$ cat src/rtl/ltl_mon_pkg.sv
// rtl/ltl_mon_pkg.sv - shared defaults and record type for the LTL report collector
package ltl_mon_pkg;

  localparam int NUM_REPORTS_DEF = 4;
  localparam int IDX_W_DEF       = 32;
  localparam int DEPTH_DEF       = 8;
  localparam int DROP_W_DEF      = 16;

  // Record layout at the default widths; the modules build the same layout from their own parameters.
  typedef struct packed {
    logic [NUM_REPORTS_DEF-1:0] mask;
    logic [IDX_W_DEF-1:0]       index;
  } rpt_rec_t;

endpackage

$ cat src/rtl/ltl_rpt_fifo.sv
// rtl/ltl_rpt_fifo.sv - synchronous FIFO with registered head and simultaneous push/pop
module ltl_rpt_fifo #(
  parameter  int W     = 36,
  parameter  int DEPTH = 8,
  localparam int AW    = $clog2(DEPTH),
  localparam int LW    = AW + 1
) (
  input  logic          clk,
  input  logic          rst_n,
  input  logic          flush,
  input  logic          push,
  input  logic [W-1:0]  din,
  input  logic          pop,
  output logic [W-1:0]  dout,
  output logic          empty,
  output logic          full,
  output logic [LW-1:0] level
);

  logic [W-1:0]  mem_q [DEPTH];
  logic [W-1:0]  mem_d [DEPTH];
  logic [AW-1:0] wr_ptr_q, wr_ptr_d, rd_ptr_q, rd_ptr_d;
  logic [LW-1:0] count_q, count_d;
  logic [W-1:0]  head_q, head_d;
  logic          do_push, do_pop;

  assign empty = (count_q == '0);
  assign full  = (count_q == LW'(DEPTH));
  assign level = count_q;
  assign dout  = head_q;

  always_comb begin
    do_pop   = pop && !empty;
    do_push  = push && (!full || do_pop);
    mem_d    = mem_q;
    wr_ptr_d = wr_ptr_q;
    rd_ptr_d = rd_ptr_q;
    count_d  = count_q;
    if (do_push) begin
      mem_d[wr_ptr_q] = din;
      wr_ptr_d        = wr_ptr_q + AW'(1);
    end
    if (do_pop) rd_ptr_d = rd_ptr_q + AW'(1);
    unique case ({do_push, do_pop})
      2'b10:   count_d = count_q + LW'(1);
      2'b01:   count_d = count_q - LW'(1);
      default: count_d = count_q;
    endcase
    // The head register tracks what the storage will hold at the new read pointer.
    if (do_push && (wr_ptr_q == rd_ptr_d)) head_d = din;
    else                                   head_d = mem_q[rd_ptr_d];
    if (count_d == '0) head_d = '0;
    if (flush) begin
      wr_ptr_d = '0;
      rd_ptr_d = '0;
      count_d  = '0;
      head_d   = '0;
    end
  end

  always_ff @(posedge clk) begin
    mem_q <= mem_d;
  end

  always_ff @(posedge clk or negedge rst_n) begin
    if (!rst_n) begin
      wr_ptr_q <= '0;
      rd_ptr_q <= '0;
      count_q  <= '0;
      head_q   <= '0;
    end else begin
      wr_ptr_q <= wr_ptr_d;
      rd_ptr_q <= rd_ptr_d;
      count_q  <= count_d;
      head_q   <= head_d;
    end
  end

endmodule

$ cat src/rtl/ltl_report_collector.sv
// rtl/ltl_report_collector.sv - tags non-zero automaton reports with symbol index and queues them
module ltl_report_collector
  import ltl_mon_pkg::*;
#(
  parameter  int NUM_REPORTS = NUM_REPORTS_DEF,
  parameter  int IDX_W       = IDX_W_DEF,
  parameter  int DEPTH       = DEPTH_DEF,
  parameter  int DROP_W      = DROP_W_DEF,
  localparam int LW          = $clog2(DEPTH) + 1
) (
  input  logic                   clk,
  input  logic                   reset,
  input  logic                   run,
  input  logic [NUM_REPORTS-1:0] report_in,
  input  logic                   clear,
  output logic                   rpt_valid,
  input  logic                   rpt_ready,
  output logic [NUM_REPORTS-1:0] rpt_mask,
  output logic [IDX_W-1:0]       rpt_index,
  output logic [LW-1:0]          fifo_level,
  output logic                   overflow,
  output logic [DROP_W-1:0]      drop_count
);

  typedef struct packed {
    logic [NUM_REPORTS-1:0] mask;
    logic [IDX_W-1:0]       index;
  } rec_t;

  logic [IDX_W-1:0]  sym_idx_q, sym_idx_d;
  logic [DROP_W-1:0] drop_count_q, drop_count_d;
  logic              overflow_q, overflow_d;
  logic              push_req, pop_req, drop, fifo_full, fifo_empty;
  rec_t              push_rec, head_rec;

  assign push_rec = '{mask: report_in, index: sym_idx_q};

  always_comb begin
    push_req     = run && (|report_in) && !clear;
    pop_req      = rpt_valid && rpt_ready && !clear;
    drop         = push_req && fifo_full && !pop_req;
    sym_idx_d    = run ? sym_idx_q + IDX_W'(1) : sym_idx_q;
    overflow_d   = overflow_q || drop;
    drop_count_d = drop_count_q;
    if (drop && (drop_count_q != '1)) drop_count_d = drop_count_q + DROP_W'(1);
    // Clear wins over everything else that happens in the same cycle.
    if (clear) begin
      sym_idx_d    = '0;
      overflow_d   = 1'b0;
      drop_count_d = '0;
    end
  end

  always_ff @(posedge clk or negedge reset) begin
    if (!reset) begin
      sym_idx_q    <= '0;
      drop_count_q <= '0;
      overflow_q   <= 1'b0;
    end else begin
      sym_idx_q    <= sym_idx_d;
      drop_count_q <= drop_count_d;
      overflow_q   <= overflow_d;
    end
  end

  ltl_rpt_fifo #(
    .W     ($bits(rec_t)),
    .DEPTH (DEPTH)
  ) u_fifo (
    .clk   (clk),
    .rst_n (reset),
    .flush (clear),
    .push  (push_req && !drop),
    .din   (push_rec),
    .pop   (pop_req),
    .dout  (head_rec),
    .empty (fifo_empty),
    .full  (fifo_full),
    .level (fifo_level)
  );

  assign rpt_valid  = !fifo_empty;
  assign rpt_mask   = head_rec.mask;
  assign rpt_index  = head_rec.index;
  assign overflow   = overflow_q;
  assign drop_count = drop_count_q;

endmodule

$ cat config.mk
export PLATFORM = sky130hd
export DESIGN_NAME = ltl_report_collector
export DESIGN_NICKNAME = d
export VERILOG_FILES = /design/src/rtl/ltl_mon_pkg.sv /design/src/rtl/ltl_rpt_fifo.sv /design/src/rtl/ltl_report_collector.sv
export SDC_FILE = /design/constraint.sdc
export NUM_CORES = 1
export LEC_CHECK = 0
export CAP_MARGIN = 0
export CORE_ASPECT_RATIO = 0.8
export CORE_UTILIZATION = 41
export DETAILED_ROUTE_END_ITERATION = 12
export DONT_BUFFER_PORTS = 1
export GPL_TIMING_DRIVEN = 0
export PLACE_DENSITY = 0.53
export RECOVER_POWER = 100
export SKIP_CTS_REPAIR_TIMING = 1
export SYNTH_ARGS = -nofsm -noshare
export SYNTH_HDL_FRONTEND = slang
export SYNTH_HIERARCHICAL = 1
export SYNTH_SLANG_ARGS = --single-unit
$ cat constraint.sdc
create_clock -name clk -period 8.25 [get_ports clk]
set_input_delay 1.65 -clock clk [delete_from_list [all_inputs] [get_ports clk]]
set_output_delay 1.65 -clock clk [all_outputs]
set_load 0.05 [all_outputs]
## Word-level counts from Yosys, hierarchy flattened

Index checks and enable logic that the tools add are counted.

| storage, ports and cells | value |
|---|---|
| word-level logic and storage cells | 76 |
| bits in read-only memories | 0 |
| memory bits (writable) | 0 |
| bits in registers | 383 |
| memories | 0 |
| latch bits | 0 |

| operators by class | value |
|---|---|
| equal/unequal tests | 5 |
| bitwise logic cells | 2 |
| divide/modulo/power cells | 0 |
| $mul | 0 |
| add/sub/neg operators | 6 |
| reduce and logical (&&, ||, !) cells | 25 |
| magnitude comparators | 3 |
| shift-type cells | 0 |
| mux-type cells | 20 |

Operator list:

| kind | number |
|---|---|
| $bwmux W288 | 1 |
| $mux W36 | 6 |
| $bmux W36 S3 | 1 |
| $demux W36 S3 | 1 |
| $mux W32 | 2 |
| $add A32 B1 Y32 const B | 1 |
| $mux W16 | 2 |
| $add A16 B1 Y16 const B | 1 |
| $ne A16 B16 Y1 const B | 1 |
| $logic_and A1 B1 Y1 | 12 |
| $mux W3 | 4 |
| $ge A4 B4 Y1 const B | 2 |
| $logic_not A4 Y1 | 2 |
| $not A3 Y4 | 2 |
| $pmux W4 S2 | 1 |
| $add A3 B1 Y3 const B | 2 |
| $reduce_bool A2 Y1 | 3 |
| $logic_not A1 Y1 | 5 |
| $add A4 B1 Y4 const B | 1 |
| $eq A4 B4 Y1 const B | 1 |
| $lt A4 B1 Y1 const B | 1 |
| $mux W4 | 1 |
| $reduce_or A4 Y1 | 1 |
| $sub A4 B1 Y4 const B | 1 |
| other kinds (5) | 6 |

## Longest topological paths before layout

Gate-level depths: netlist (run 1).

| logic depth | value |
|---|---|
| depth in word-level cells | 14 |
| gate-level depth with buffers | 18 |
| depth with buffers taken out | 14 |

## Modules after synthesis

Netlist (run 1), hierarchy kept.

Modules (own cells, without submodules):

| module | times used | seq. area each (µm²) | cells an instance | area each (µm²) |
|---|---|---|---|---|
| ltl_rpt_fifo | 1 | 9799.4 | 1101 | 16409.5 |
| ltl_report_collector | 1 | 1226.2 | 270 | 2612.5 |

## Worst setup path after synthesis (run 1)

Ideal clock, no wire load.

| path | value |
|---|---|
| path kind | input port to flip-flop |
| start | input clear |
| end | register u_fifo/mem_q[252] (netlist bit), enable pin |
| setup slack | 2.728 ns |
| data arrival time | 5.048 ns |
| data required time | 7.776 ns |
| stages on the path | 4 |
| path through | nor3b_1 o21a_1 nand2b_1 nor3_1 |

| on the way | value |
|---|---|
| cells in the longest elaborated chain, start to end | 7 |
| elaborated cells on any way between the ends | 11 |
| those cells by class | reduce/logical (11) |

Ends and longest elaborated chain:

| item | line | source |
|---|---|---|
| start, declared | ltl_report_collector.sv:15 | `input logic clear,` |
| $logic_not A1 Y1 (*) | ltl_report_collector.sv:39, ltl_report_collector.sv:40 |  |
| $logic_and A1 B1 Y1, on equally long branches | ltl_report_collector.sv:39, ltl_report_collector.sv:40 |  |
| $logic_and A1 B1 Y1 or $logic_not A1 Y1 (tied branches) | ltl_report_collector.sv:41 | `drop = push_req && fifo_full && !pop_req;` |
| $logic_and A1 B1 Y1 | ltl_report_collector.sv:41 |  |
| $logic_not A1 Y1 | ltl_report_collector.sv:73 | `.push (push_req && !drop),` |
| $logic_and A1 B1 Y1 | ltl_report_collector.sv:73 |  |
| $logic_and A1 B1 Y1 (*) | ltl_rpt_fifo.sv:34 | `do_push = push && (!full \|\| do_pop);` |
| end signal, assigned | ltl_rpt_fifo.sv:62 | `mem_q <= mem_d;` |
| end, declared | ltl_rpt_fifo.sv:20 | `logic [W-1:0] mem_q [DEPTH];` |

Every way passes the cells marked *; elsewhere a longest branch is shown, timed or not.
A chain may end at the register's enable or synchronous reset.

## Worst setup path after layout (run 1)

| path | value |
|---|---|
| start | register u_fifo.count_q[0] (netlist: u_fifo/level[0]) |
| end | register u_fifo.head_q[15] (netlist: u_fifo/dout[15]) |

| on the way | value |
|---|---|
| cells in the longest elaborated chain, start to end | 14 |
| elaborated cells on any way between the ends | 30 |
| those cells by class | add/sub (2); eq/ne (4); mux (8); bitwise (1); reduce/logical (15) |

Ends and longest elaborated chain:

| item | line | source |
|---|---|---|
| start, declared | ltl_rpt_fifo.sv:23 | `logic [LW-1:0] count_q, count_d;` |
| start signal, assigned | ltl_rpt_fifo.sv:74 | `count_q <= count_d;` |
| $logic_not A4 Y1 (*) | ltl_rpt_fifo.sv:27 | `assign empty = (count_q == '0);` |
| named net fifo_empty | ltl_report_collector.sv:33 | `logic push_req, pop_req, drop, fifo_full, fifo_empty;` |
| $logic_not A1 Y1 (*) | ltl_report_collector.sv:82 | `assign rpt_valid = !fifo_empty;` |
| $logic_and A1 B1 Y1 (*) (2 in a row) | ltl_report_collector.sv:40 | `pop_req = rpt_valid && rpt_ready && !clear;` |
| named net pop_req | ltl_report_collector.sv:33 |  |
| branches (longest 8 deep; another with $bmux W36 S3) | - |  |
| $mux W36 (*) | ltl_rpt_fifo.sv:52 | `if (count_d == '0) head_d = '0;` |
| $mux W36 (*) | ltl_rpt_fifo.sv:53 | `if (flush) begin` |
| named net u_fifo.head_d[15] | ltl_rpt_fifo.sv:24 | `logic [W-1:0] head_q, head_d;` |
| end signal, assigned | ltl_rpt_fifo.sv:70 | `head_q <= '0;` |
| end signal, assigned | ltl_rpt_fifo.sv:75 | `head_q <= head_d;` |
| end, declared | ltl_rpt_fifo.sv:24 |  |

Mark *: on every way through the listed nets, which the timed path passes. The select of a mux whose other input is x is not followed.

==> metrics.yaml, run 1 <==
floorplanning:
  core-area_um2: 45700
  initial_core_utilization: 0.416
  fp.dieW_um: 243
  die_height_um: 195
  design.die.area_um2: 47300
  num_rows: 70
  ioPinCount: 67
min_path:
  holdCritPathClass: "register to register"
  timing.hold.worst.start: "u_fifo/wr_ptr_q[0]$_DFFE_PN0P_"
  timing.hold.worst_path_depth: 2
  worst_min_delay_path_endpoint: "u_fifo/wr_ptr_q[0]$_DFFE_PN0P_"
timing:
  clock.fmax_ghz: 0.141
  hold_violations: 0
  tightest_slew_ps: 2250
  slew_limit_fails: 205
  final_period_minus_worst_setup_slack_ps: 7090
  max-slew-margin-rel: -0.512
  final_min_period_over_clock_period: 0.860
  setup_repair_after_global_routing_missed_its_margin: "false"
  finalClockSkew_ps: 10.5
  finalSetupViolCount: 0
final_layout:
  antenna_cells_inserted: 0
  drive_above_1_share: 0.232
  utilization: 0.466
  fillCellCount: 4073
  area_delta_synth_final_pct: 12.0
  layoutNonFillerInstCount: 2074
  layout.nets: 1445
grt:
  grt_pass1_vias: 12900
  grt_total_ovfl: 0
  grt_first_pass_wirelength_mm: 85.2
  maximum_number_of_pins_on_one_net_before_global_route_repair: 96
  grtUsageTotal: 0.241
  grt_antenna_before_repair: 0
cts:
  clock_insertion_delay_worst_skew_ps: 550
  cts-root-to-sink-buffers: 3
  cts_inserted_buffers: 42
  cts.reportedPaths.clkPinSlew_ps: 60
  clock_tree.htree_level_count: 2
  tritoncts: "built"
  clk_root_buffer_cell: "clkbuf_16"
  sinks_on_clock_net: 383
synth:
  syn_area_um2: 19000
  post-synth-top-area-fraction: 0.455
  parity_gate_share_of_the_synthesized_area_counting_xor_and_xnor_cells: 0.0178
  synth_area_in_compound_gates: 0.0694
  synth_seq_cells: 383
  synth-edff-count: 288
  synth_seq_area_share: 0.580
  total_nets_after_synthesis: 1387
  dominant_combinational_cell_family_by_area_after_synthesis: "multiplexers"
  synthesis.yosys.warnings: 6
  synth.most_common_cell: "edfxtp_1"
  synth_top_flop_cell: "edfxtp_1"
  synth_top_cell_by_area: "edfxtp_1"
  synth_common_cells: "edfxtp_1 (288), nor3_1 (161), mux2_2 (145), dfrtp_1 (95), mux4_2 (72)"
  synth.mux.area_fraction: 0.174
  synth_fa_ha_area_frac: 0.00460
  synthSimpleGateAreaFrac: 0.125
  ys_top_cells_by_area: "edfxtp_1 (45%), dfrtp_1 (12%), mux2_2 (8.6%)"
  synthDistinctLibCells: 64
  ys_async_sr_fraction: 0.248
  synth_cells: 1371
  syn_avg_cell_area_um2: 13.9
power_and_ir_drop:
  vdd.ir_drop.worst_v: 0.000158
  power_density_over_cell_area_nw_per_um2: 206
  total_leakage_power_nw: 6.89
  p_total_w: 0.00439
run_status:
  failed_checks: "max-capacitance violations, max-slew violations"
  run_status: "complete, but fails checks"
setup_path:
  crit-reg2reg-capture: "u_fifo/dout[15]$_DFF_PN0_"
  rrSetupSlack_ps: 1160
  reg2regPathDepth: 18
  timing.critical_path.arrival_ps: 7560
  timing.critical_path.mode_cell: "clkbuf_1"
  cpPeakStageDelay_ps: 770
  rr_startpoint: "u_fifo/level[0]$_DFF_PN0_"
  worst_setup_path_end_kind: "register"
  worstSetupStartpointType: "register"
  crit_fanout: 11
  crit_slowest_cell: "a41oi_2"
  cp_data_required_time_ps: 8720
  worst_setup_path_startpoint: "u_fifo/level[0]$_DFF_PN0_"
  timing.setup.critical_path_class: "register to register"
  crit_path_cell_trace: "clkbuf_1 > nor4_1 > buf_4 > clkbuf_1 > nor3b_1 > o41ai_1 > inv_2 > clkbuf_1 > clkbuf_1 > ha_1 > xor2_1 > ha_1 > a21oi_1 > mux2i_1 > xor2_1 > a41oi_2 > clkbuf_1 > o221a_1"
detailed_routing:
  drt_pass1_iterations: 5
  post-route-drc-count: 0
  detailroute.via_count: 12800
  drtAntennaViolNets: 0
  detail_route.wl_per_cell_um: 27.2
  vias_per_cell: 6.19
  drt_wl_total_mm: 56.4
  drt_first_iter_violations: 1241
placement:
  routabilityCongestion: 0.793
  dp.cells: 1997
  dp_hpwl_mm: 36.3
  total_of_buffers_placed_on_input_and_output_ports: 0
run:
  drv.max_cap_violation_count: 12
-- layout make-up --
| class | instances | area, um2 | area share |
|---|---|---|---|
| sequential | 383 | 11000 | 0.518 |
| clock inverter | 23 | 325 | 0.0153 |
| buffer | 114 | 497 | 0.0233 |
| clock buffer | 54 | 1210 | 0.0568 |
| multi-input combinational | 861 | 7370 | 0.346 |
| tap | 612 | 766 | 0.0360 |
| inverter | 13 | 48.8 | 0.00229 |
| timing repair buffer | 14 | 52.6 | 0.00247 |
-- per-stage QoR --
stage               setup TNS [ps]  hold slack (ps)  setup WS (ps)  cell area [um2]
detailed placement               0              599           1460            20100
global route                     0              663            757            21300
global placement            -56320              602           -795            19800
CTS                              0              610           1490            21600
finish                           0              606           1160            21300
floorplan                        0              560           2730            19000
-- power breakdown --
| group | internal (W) | switching, W |
|---|---|---|
| Sequential | 0.00208 | 0.0000554 |
| Combinational | 0.0000575 | 0.000116 |
| Clock | 0.00129 | 0.000790 |
| Total | 0.00342 | 0.000962 |
-- registers in the layout (all words and copies together), names as in the netlist --
register and count:
drop_count 16, overflow 1, sym_idx_q 32, u_fifo/dout 36, u_fifo/level 4, u_fifo/mem_q 288
u_fifo/rd_ptr_q 3, u_fifo/wr_ptr_q 3
-- worst max-delay path: cells and delay by family (launching register included) --
family | cells | cell delay [ps]
AOI/OAI and AO/OA | 4 | 1590
xor gates and xnor gates | 2 | 240
adders and majority gates | 2 | 560
buffers and inverters | 7 | 2870
DFF | 1 | 650
muxes | 1 | 290
and+or+nand+nor | 2 | 790
-- how the worst max path moves through the flow --
stage	end	slack (ps)	depth (start not counted)
4_1_cts	u_fifo/dout[15]$_DFF_PN0_	1490	18
5_1_grt	u_fifo/dout[15]$_DFF_PN0_	760	18
2_1_floorplan	u_fifo/mem_q[252]$_DFFE_PP_	2730	4
3_5_place_dp	u_fifo/dout[19]$_DFF_PN0_	1460	14
3_3_place_gp	u_fifo/mem_q[270]$_DFFE_PP_	-790	4
6_report	u_fifo/dout[15]$_DFF_PN0_	1160	18
-- cells by family after synthesis --
kind of cell    after synthesis
fa+ha+maj                     7
xor+xnor                     37
flops                       383
simple gates                439
buf+inv                     127
mux                         223
compound gates              155
-- metal layers --
metal | part of all wire | global-route usage | vias up
li1 | - | - | 5572
met1 | 0.46 | 0.360 | 6692
met2 | 0.45 | 0.363 | 501
met3 | 0.072 | 0.0414 | 83
met4 | 0.021 | 0.0620 | 0
met5 | 0 | 0 | -
-- cells in the final DEF, fill, tap and decap left out, types with 11 or more instances in the layout --
cell / netlist / final
nand4_1: 16 / 16
buf_2: 31 / 28
edfxtp_1: 288 / 288
nor2_1: 52 / 52
a211o_1: 41 / 41
dfrtp_1: 95 / 95
or3_1: 39 / 39
and3_1: 17 / 17
clkbuf_16: 0 / 45
a21oi_1: 11 / 12
mux2_2: 145 / 145
xor2_1: 29 / 29
mux4_2: 72 / 72
clkbuf_1: 58 / 82
o221a_1: 31 / 31
buf_1: 16 / 15
nand3_1: 18 / 18
inv_1: 11 / 11
a31oi_1: 39 / 39
nor3_1: 161 / 161
or4_1: 38 / 38
nand2_1: 66 / 66
Note: power is estimated with default switching activity, not from simulation.
==> run 2, diff against run 1 <==
--- a/config.mk
+++ b/config.mk
@@ -5,13 +5,14 @@
 export SDC_FILE = /design/constraint.sdc
 export NUM_CORES = 1
 export LEC_CHECK = 0
+export ABC_AREA = 1
 export CAP_MARGIN = 0
 export CORE_ASPECT_RATIO = 0.8
 export CORE_UTILIZATION = 41
 export DETAILED_ROUTE_END_ITERATION = 12
 export DONT_BUFFER_PORTS = 1
 export GPL_TIMING_DRIVEN = 0
-export PLACE_DENSITY = 0.53
+export PLACE_DENSITY = 0.59
 export RECOVER_POWER = 100
 export SKIP_CTS_REPAIR_TIMING = 1
 export SYNTH_ARGS = -nofsm -noshare
==> run 2 against run 1 <==
  * The flow still finishes with violations (max-capacitance violations, max-slew violations)
  * Via count down 5.8%
  * Non-clock buffer count down 41
  * Synthesized cell count is 23% higher
  * Setup slack gained 1300 ps
  * Largest cell class unchanged
  * Highest routed layer unchanged
==> metrics.yaml, run 2 <==
floorplanning:
  num_rows: 66  # was 70
  ioPinCount: 67  # unchanged
  initial_core_utilization: 0.416  # about the same
  core-area_um2: 40600  # was 45700 um2
  fp.dieW_um: 229  # was 243 um
  die_height_um: 184  # was 195 um
  design.die.area_um2: 42100  # was 47300 um2
run:
  drv.max_cap_violation_count: 12  # unchanged
cts:
  clock_tree.htree_level_count: 2  # unchanged
  cts-root-to-sink-buffers: 3  # unchanged
  sinks_on_clock_net: 383  # unchanged
  cts_inserted_buffers: 40  # was 42
  clk_root_buffer_cell: "clkbuf_16"  # unchanged
  cts.reportedPaths.clkPinSlew_ps: 60  # about the same
  tritoncts: "built"  # unchanged
  clock_insertion_delay_worst_skew_ps: 530  # was 550 ps
synth:
  post-synth-top-area-fraction: 0.511  # was 0.455
  ys_async_sr_fraction: 0.248  # unchanged
  syn_area_um2: 16900  # was 19000 um2
  total_nets_after_synthesis: 1708  # was 1387
  syn_avg_cell_area_um2: 10.0  # was 13.9 um2
  synth_cells: 1692  # was 1371
  synth_common_cells: "nand2_1 (496), edfxtp_1 (288), nand3_1 (260), nor2_1 (209), inv_1 (106)"  # was edfxtp_1 (288), nor3_1 (161), mux2_2 (145), dfrtp_1 (95), mux4_2 (72)
  synthDistinctLibCells: 40  # was 64
  synth_top_cell_by_area: "edfxtp_1"  # unchanged
  synth_seq_area_share: 0.652  # was 0.580
  ys_top_cells_by_area: "edfxtp_1 (51%), dfrtp_1 (14%), nand2_1 (11%)"  # was edfxtp_1 (45%), dfrtp_1 (12%), mux2_2 (8.6%)
  synthesis.yosys.warnings: 6  # unchanged
  synth.most_common_cell: "nand2_1"  # was edfxtp_1
  synth_seq_cells: 383  # unchanged
  synth-edff-count: 288  # unchanged
  synth_top_flop_cell: "edfxtp_1"  # unchanged
setup_path:
  crit_slowest_cell: "nor2_1"  # was a41oi_2
  crit_path_cell_trace: "nor2_1 > nand2_1 > inv_1 > nor3_1 > inv_1 > nand4_1 > nand2_1 > nor2_1 > inv_1 > nor2_1 > clkbuf_1"  # was clkbuf_1 > nor4_1 > buf_4 > clkbuf_1 > nor3b_1 > o41ai_1 > inv_2 > clkbuf_1 > clkbuf_1 > ha_1 > xor2_1 > ha_1 > a21oi_1 > mux2i_1 > xor2_1 > a41oi_2 > clkbuf_1 > o221a_1
  timing.setup.critical_path_class: "register to register"  # unchanged
  rr_startpoint: "u_fifo/level[1]$_DFF_PN0_"  # was u_fifo/level[0]$_DFF_PN0_
  worst_setup_path_end_kind: "register"  # unchanged
  worstSetupStartpointType: "register"  # unchanged
  worst_setup_path_startpoint: "u_fifo/level[1]$_DFF_PN0_"  # was u_fifo/level[0]$_DFF_PN0_
  timing.critical_path.arrival_ps: 5930  # was 7560 ps
  cp_data_required_time_ps: 8380  # was 8720 ps
  crit_fanout: 19  # was 11
  cpPeakStageDelay_ps: 1610  # was 770 ps
timing:
  postLayoutSetupSlackWorst_ps: 2450  # was 1160 ps
  finalSetupViolCount: 0  # unchanged
  final_period_minus_worst_setup_slack_ps: 5800  # was 7090 ps
  slew_limit_fails: 230  # was 205
  fin_tns_setup_ps: 0  # unchanged
  setup_repair_after_global_routing_missed_its_margin: "false"  # unchanged
  tightest_slew_ps: 2190  # was 2250 ps
  max-slew-margin-rel: -0.463  # was -0.512
  hold_violations: 0  # unchanged
  final_min_period_over_clock_period: 0.703  # was 0.860
  finalClockSkew_ps: 18.4  # was 10.5 ps
  clock.fmax_ghz: 0.172  # was 0.141 GHz
min_path:
  holdCritPathClass: "register to register"  # unchanged
  timing.hold.worst.start: "u_fifo/wr_ptr_q[0]$_DFFE_PN0P_"  # unchanged
placement:
  dp_hpwl_mm: 29.6  # was 36.3 mm
  routabilityCongestion: 0.904  # was 0.793
  total_of_buffers_placed_on_input_and_output_ports: 0  # unchanged
  dp_worst_setup_slack_ps: 3360  # was 1460 ps
final_layout:
  final_cell_mix: "nand2_1 (499), edfxtp_1 (288), nand3_1 (262)"  # was edfxtp_1 (288), nor3_1 (161), mux2_2 (145)
  area_delta_synth_final_pct: 10.8  # was 12.0%
  fillCellCount: 3848  # was 4073
  layout.nets: 1758  # was 1445
  antenna_cells_inserted: 0  # unchanged
  max_reg_flops: 288  # unchanged
  top_reg_by_flops: "u_fifo/mem_q"  # unchanged
  utilization: 0.461  # was 0.466
  mostFrequentLayoutCell: "nand2_1"  # was edfxtp_1
  drive_above_1_share: 0.0677  # was 0.232
grt:
  grtUsageTotal: 0.208  # was 0.241
  maximum_number_of_pins_on_one_net_before_global_route_repair: 96  # unchanged
  grt_first_pass_wirelength_mm: 67.5  # was 85.2 mm
  grt_total_ovfl: 0  # unchanged
  grt_antenna_before_repair: 0  # unchanged
  grt_pass1_vias: 11300  # was 12900
detailed_routing:
  detailroute.via_count: 12100  # was 12800
  vias_per_cell: 5.23  # was 6.19
  drt_first_iter_violations: 1132  # was 1241
  drtAntennaViolNets: 0  # unchanged
  drt_wl_total_mm: 43.3  # was 56.4 mm
  post-route-drc-count: 0  # unchanged
  drt_pass1_iterations: 5  # unchanged
  detail_route.wl_per_cell_um: 18.7  # was 27.2 um
power_and_ir_drop:
  vdd.ir_drop.worst_v: 0.000155  # was 0.000158 V
  power_density_over_cell_area_nw_per_um2: 258  # was 206 nW/um2
  p_total_w: 0.00483  # was 0.00439 W
  total_leakage_power_nw: 7.47  # was 6.89 nW
run_status:
  failed_checks: "max-capacitance violations, max-slew violations"  # unchanged
  run_status: "complete, but fails checks"  # unchanged
[run 2: critical path, delay by kind of cell, from the launching register on]
kind / cells / cell delay [ps]
buffers and inverters: 4 / 1520
flip-flops: 1 / 740
AND/OR/NAND/NOR: 7 / 3110
[run 2: cell families (layout without fill, tap and decap cells)]
family / count (synthesis) / count (layout) / share of synthesized area
DFF: 383 / 383 / 0.652
AOI/OAI and AO/OA: 52 / 52 / 0.0164
buffers and inverters: 187 / 267 / 0.0490
adders and majority gates: 7 / 7 / 0.00518
muxes: 1 / 1 / 0.000592
xor gates and xnor gates: 9 / 9 / 0.00466
and+or+nand+nor: 1053 / 1053 / 0.272
[run 2: where the power goes]
| part | internal, W | switching [W] |
|---|---|---|
| combinational | 0.000186 | 0.000490 |
| sequential | 0.00215 | 0.000281 |
| clock | 0.000994 | 0.000727 |
[run 2: routing by layer]
layer / wire [um] / track usage / up-vias
met5: 0 / 0 / -
met4: 992 / 0.0549 / 0
met3: 2970 / 0.0347 / 59
met2: 19100 / 0.317 / 380
met1: 20200 / 0.309 / 5875
li1: - / - / 5794
[run 2: worst paths after layout]
check,end,slack (ps),depth (start not counted)
min in group asynchronous,drop_count[9]$_DFFE_PN0P_,820,0
worst min-delay path,u_fifo/wr_ptr_q[0]$_DFFE_PN0P_,610,2
max in group asynchronous,u_fifo/dout[5]$_DFF_PN0_,7260,0
worst max register to register,u_fifo/mem_q[16]$_DFFE_PP_,2450,11
worst min register to register,u_fifo/wr_ptr_q[0]$_DFFE_PN0P_,610,2
worst max-delay path,u_fifo/mem_q[16]$_DFFE_PP_,2450,11
[run 2: cell type report]
| cell class | count | area, um2 | share of cell area |
|---|---|---|---|
| multi-input combinational | 1122 | 4950 | 0.264 |
| sequential | 383 | 11000 | 0.588 |
| inverter | 108 | 405 | 0.0216 |
| buffer | 79 | 404 | 0.0216 |
| clock buffer | 58 | 1140 | 0.0608 |
| clock inverter | 14 | 106 | 0.00567 |
| timing repair buffer | 8 | 30.0 | 0.00160 |
| tap | 544 | 681 | 0.0363 |
[run 2: through the flow]
stage	hold slack (ps)	std cells	instance area (um2)
after CTS	614	2316	19100
final	612	2316	18700
after global placement	599	2236	17600
after global routing	636	2316	18700
after floorplan	560	1692	16900
after detailed placement	601	2244	17800
==> run 3, diff against run 2 <==
--- a/config.mk
+++ b/config.mk
@@ -12,7 +12,7 @@
 export DETAILED_ROUTE_END_ITERATION = 12
 export DONT_BUFFER_PORTS = 1
 export GPL_TIMING_DRIVEN = 0
-export PLACE_DENSITY = 0.59
+export PLACE_DENSITY = 0.61
 export RECOVER_POWER = 100
 export SKIP_CTS_REPAIR_TIMING = 1
 export SYNTH_ARGS = -nofsm -noshare
==> constraint.sdc (replaced) <==
create_clock -name clk -period 4.93 [get_ports clk]
set_input_delay 0.986 -clock clk [delete_from_list [all_inputs] [get_ports clk]]
set_output_delay 0.986 -clock clk [all_outputs]
set_load 0.05 [all_outputs]
==> run 3 against run 2 <==
  * The flow still finishes with violations (max-capacitance violations, max-slew violations)
  * First-iteration DRC count decreased by 14%
  * Fmax grew 24%
  * Via count is 0.29% higher
  * Non-clock buffer count unchanged
  * Clock skew decreased by 4.7 ps
  * Cell area increased by 1.4%
  * Final cell count about the same
  * Routed wire length is 0.43% lower
  * Clock power up 83%
  * Hold slack got worse by 470 ps
==> metrics.yaml, run 3 (synthesized netlist as in run 2, its figures left out) <==
cts:
  tritoncts: "built"  # unchanged
  cts_inserted_buffers: 39  # was 40
  cts.reportedPaths.clkPinSlew_ps: 60  # about the same
  clk_root_buffer_cell: "clkbuf_16"  # unchanged
  clock_tree.htree_level_count: 2  # unchanged
  sinks_on_clock_net: 383  # unchanged
  clock_insertion_delay_worst_skew_ps: 540  # was 530 ps
  cts-root-to-sink-buffers: 3  # unchanged
run:
  drv.max_cap_violation_count: 6  # was 12
power_and_ir_drop:
  vdd.ir_drop.worst_v: 0.000362  # was 0.000155 V
  total_leakage_power_nw: 7.59  # was 7.47 nW
  p_total_w: 0.00835  # was 0.00483 W
  power_density_over_cell_area_nw_per_um2: 439  # was 258 nW/um2
setup_path:
  timing.setup.critical_path_class: "register to register"  # unchanged
  worst_setup_path_startpoint: "u_fifo/level[2]$_DFF_PN0_"  # was u_fifo/level[1]$_DFF_PN0_
  rr_startpoint: "u_fifo/level[2]$_DFF_PN0_"  # was u_fifo/level[1]$_DFF_PN0_
  cp_data_required_time_ps: 5160  # was 8380 ps
  rrSetupSlack_ps: 270  # was 2450 ps
  crit_fanout: 19  # unchanged
  reg2regPathDepth: 11  # unchanged
  timing.critical_path.arrival_ps: 4890  # was 5930 ps
  crit-reg2reg-capture: "u_fifo/mem_q[20]$_DFFE_PP_"  # was u_fifo/mem_q[16]$_DFFE_PP_
  worst_setup_path_end_kind: "register"  # unchanged
  worstSetupStartpointType: "register"  # unchanged
run_status:
  failed_checks: "max-capacitance violations, max-slew violations"  # unchanged
  run_status: "complete, but fails checks"  # unchanged
detailed_routing:
  vias_per_cell: 5.25  # was 5.23
  drtAntennaViolNets: 0  # unchanged
  detail_route.wl_per_cell_um: 18.6  # was 18.7 um
  detailroute.via_count: 12100  # about the same
  routed.top_layer: "met4"  # unchanged
  drt_wl_total_mm: 43.1  # was 43.3 mm
  met1_length_mm: 20.2  # about the same
  met3_length_mm: 2.75  # was 2.97 mm
  post-route-drc-count: 0  # unchanged
  drt_first_iter_violations: 970  # was 1132
  dr_wl_met2_mm: 19.4  # was 19.1 mm
  drt_pass1_iterations: 5  # unchanged
grt:
  grt_pass1_vias: 11800  # was 11300
  maximum_number_of_pins_on_one_net_before_global_route_repair: 96  # unchanged
  grtUsageTotal: 0.209  # was 0.208
  grt_total_ovfl: 0  # unchanged
  grt_antenna_before_repair: 0  # unchanged
  grt_first_pass_wirelength_mm: 67.7  # was 67.5 mm
floorplanning:
  ioPinCount: 67  # unchanged
  fp.dieW_um: 229  # unchanged
  core-area_um2: 40600  # unchanged
  design.die.area_um2: 42100  # unchanged
  die_height_um: 184  # unchanged
  num_rows: 66  # unchanged
  initial_core_utilization: 0.416  # unchanged
timing:
  final_period_minus_worst_setup_slack_ps: 4660  # was 5800 ps
  final_min_period_over_clock_period: 0.946  # was 0.703
  tightest_slew_ps: 2140  # was 2190 ps
  max-slew-margin-rel: -0.432  # was -0.463
  fin_worst_hold_slack_ps: 146  # was 612 ps
  fin_tns_setup_ps: 0  # unchanged
  finalSetupViolCount: 0  # unchanged
  finalClockSkew_ps: 13.7  # was 18.4 ps
  slew_limit_fails: 104  # was 230
  clock.fmax_ghz: 0.214  # was 0.172 GHz
  setup_repair_after_global_routing_missed_its_margin: "false"  # unchanged
  hold_violations: 0  # unchanged
final_layout:
  mostFrequentLayoutCell: "nand2_1"  # unchanged
  final_cell_mix: "nand2_1 (498), edfxtp_1 (288), nand3_1 (261)"  # was nand2_1 (499), edfxtp_1 (288), nand3_1 (262)
  layout.nets: 1757  # was 1758
  area_delta_synth_final_pct: 12.4  # was 10.8%
  antenna_cells_inserted: 0  # unchanged
  top_reg_by_flops: "u_fifo/mem_q"  # unchanged
  fillCellCount: 3781  # was 3848
  drive_above_1_share: 0.0796  # was 0.0677
  max_reg_flops: 288  # unchanged
  utilization: 0.468  # was 0.461
min_path:
  holdCritPathClass: "primary input to async pin"  # was register to register
placement:
  routabilityCongestion: 0.914  # was 0.904
  dp_hpwl_mm: 29.3  # was 29.6 mm
  total_of_buffers_placed_on_input_and_output_ports: 0  # unchanged
run 3: worst max-delay path by stage:
stage,end,depth (start not counted),slack (ps)
floorplan,u_fifo/mem_q[108]$_DFFE_PP_,10,900
global placement,u_fifo/mem_q[123]$_DFFE_PP_,10,-1010
detailed placement,u_fifo/dout[14]$_DFF_PN0_,21,510
CTS,u_fifo/dout[14]$_DFF_PN0_,21,480
global route,u_fifo/dout[22]$_DFF_PN0_,21,50
finish,u_fifo/mem_q[20]$_DFFE_PP_,11,270
run 3: final cells by class:
type	count	area, um2	share of cell area
Clock buffer	47	1070	0.0562
Timing Repair Buffer	8	160	0.00842
Sequential cell	383	11000	0.580
Multi-Input combinational cell	1122	4970	0.262
Inverter	108	405	0.0213
Clock inverter	24	294	0.0155
Tap cell	544	681	0.0358
Buffer	79	408	0.0214
run 3: worst max-delay path: stages (launching register included):
cell     delay [ps]
dfrtp_1         740
nor2_1          180
nand2_4         150
inv_1            70
nor3_1          690
inv_1            90
nand4_1         120
nand2_1         160
nor2_1          190
inv_1           100
nor2_1         1570
buf_12          270
run 3: report_power, final:
| group | switching (W) | total, W | internal, W | leakage, nW |
|---|---|---|---|---|
| logic | 0.000823 | 0.00115 | 0.000324 | 2.77 |
| registers | 0.000469 | 0.00407 | 0.00360 | 4.15 |
| clock network | 0.00123 | 0.00314 | 0.00191 | 0.671 |
run 3: per-layer routing:
| metal | track usage | vias to the layer above |
|---|---|---|
| met2 | 0.328 | 386 |
| met5 | 0 | - |
| met4 | 0.0531 | 0 |
| met3 | 0.0378 | 54 |
| li1 | - | 5780 |
| met1 | 0.298 | 5923 |
run 3: metrics by stage:
stage / instance area, um2 / worst slack, ps / std cells
finish: 19000 / 266 / 2315
detailed placement: 17800 / 506 / 2244
floorplan: 16900 / 902 / 1692
global route: 19000 / 53.9 / 2315
CTS: 19200 / 480 / 2315
global placement: 17600 / -1010 / 2236
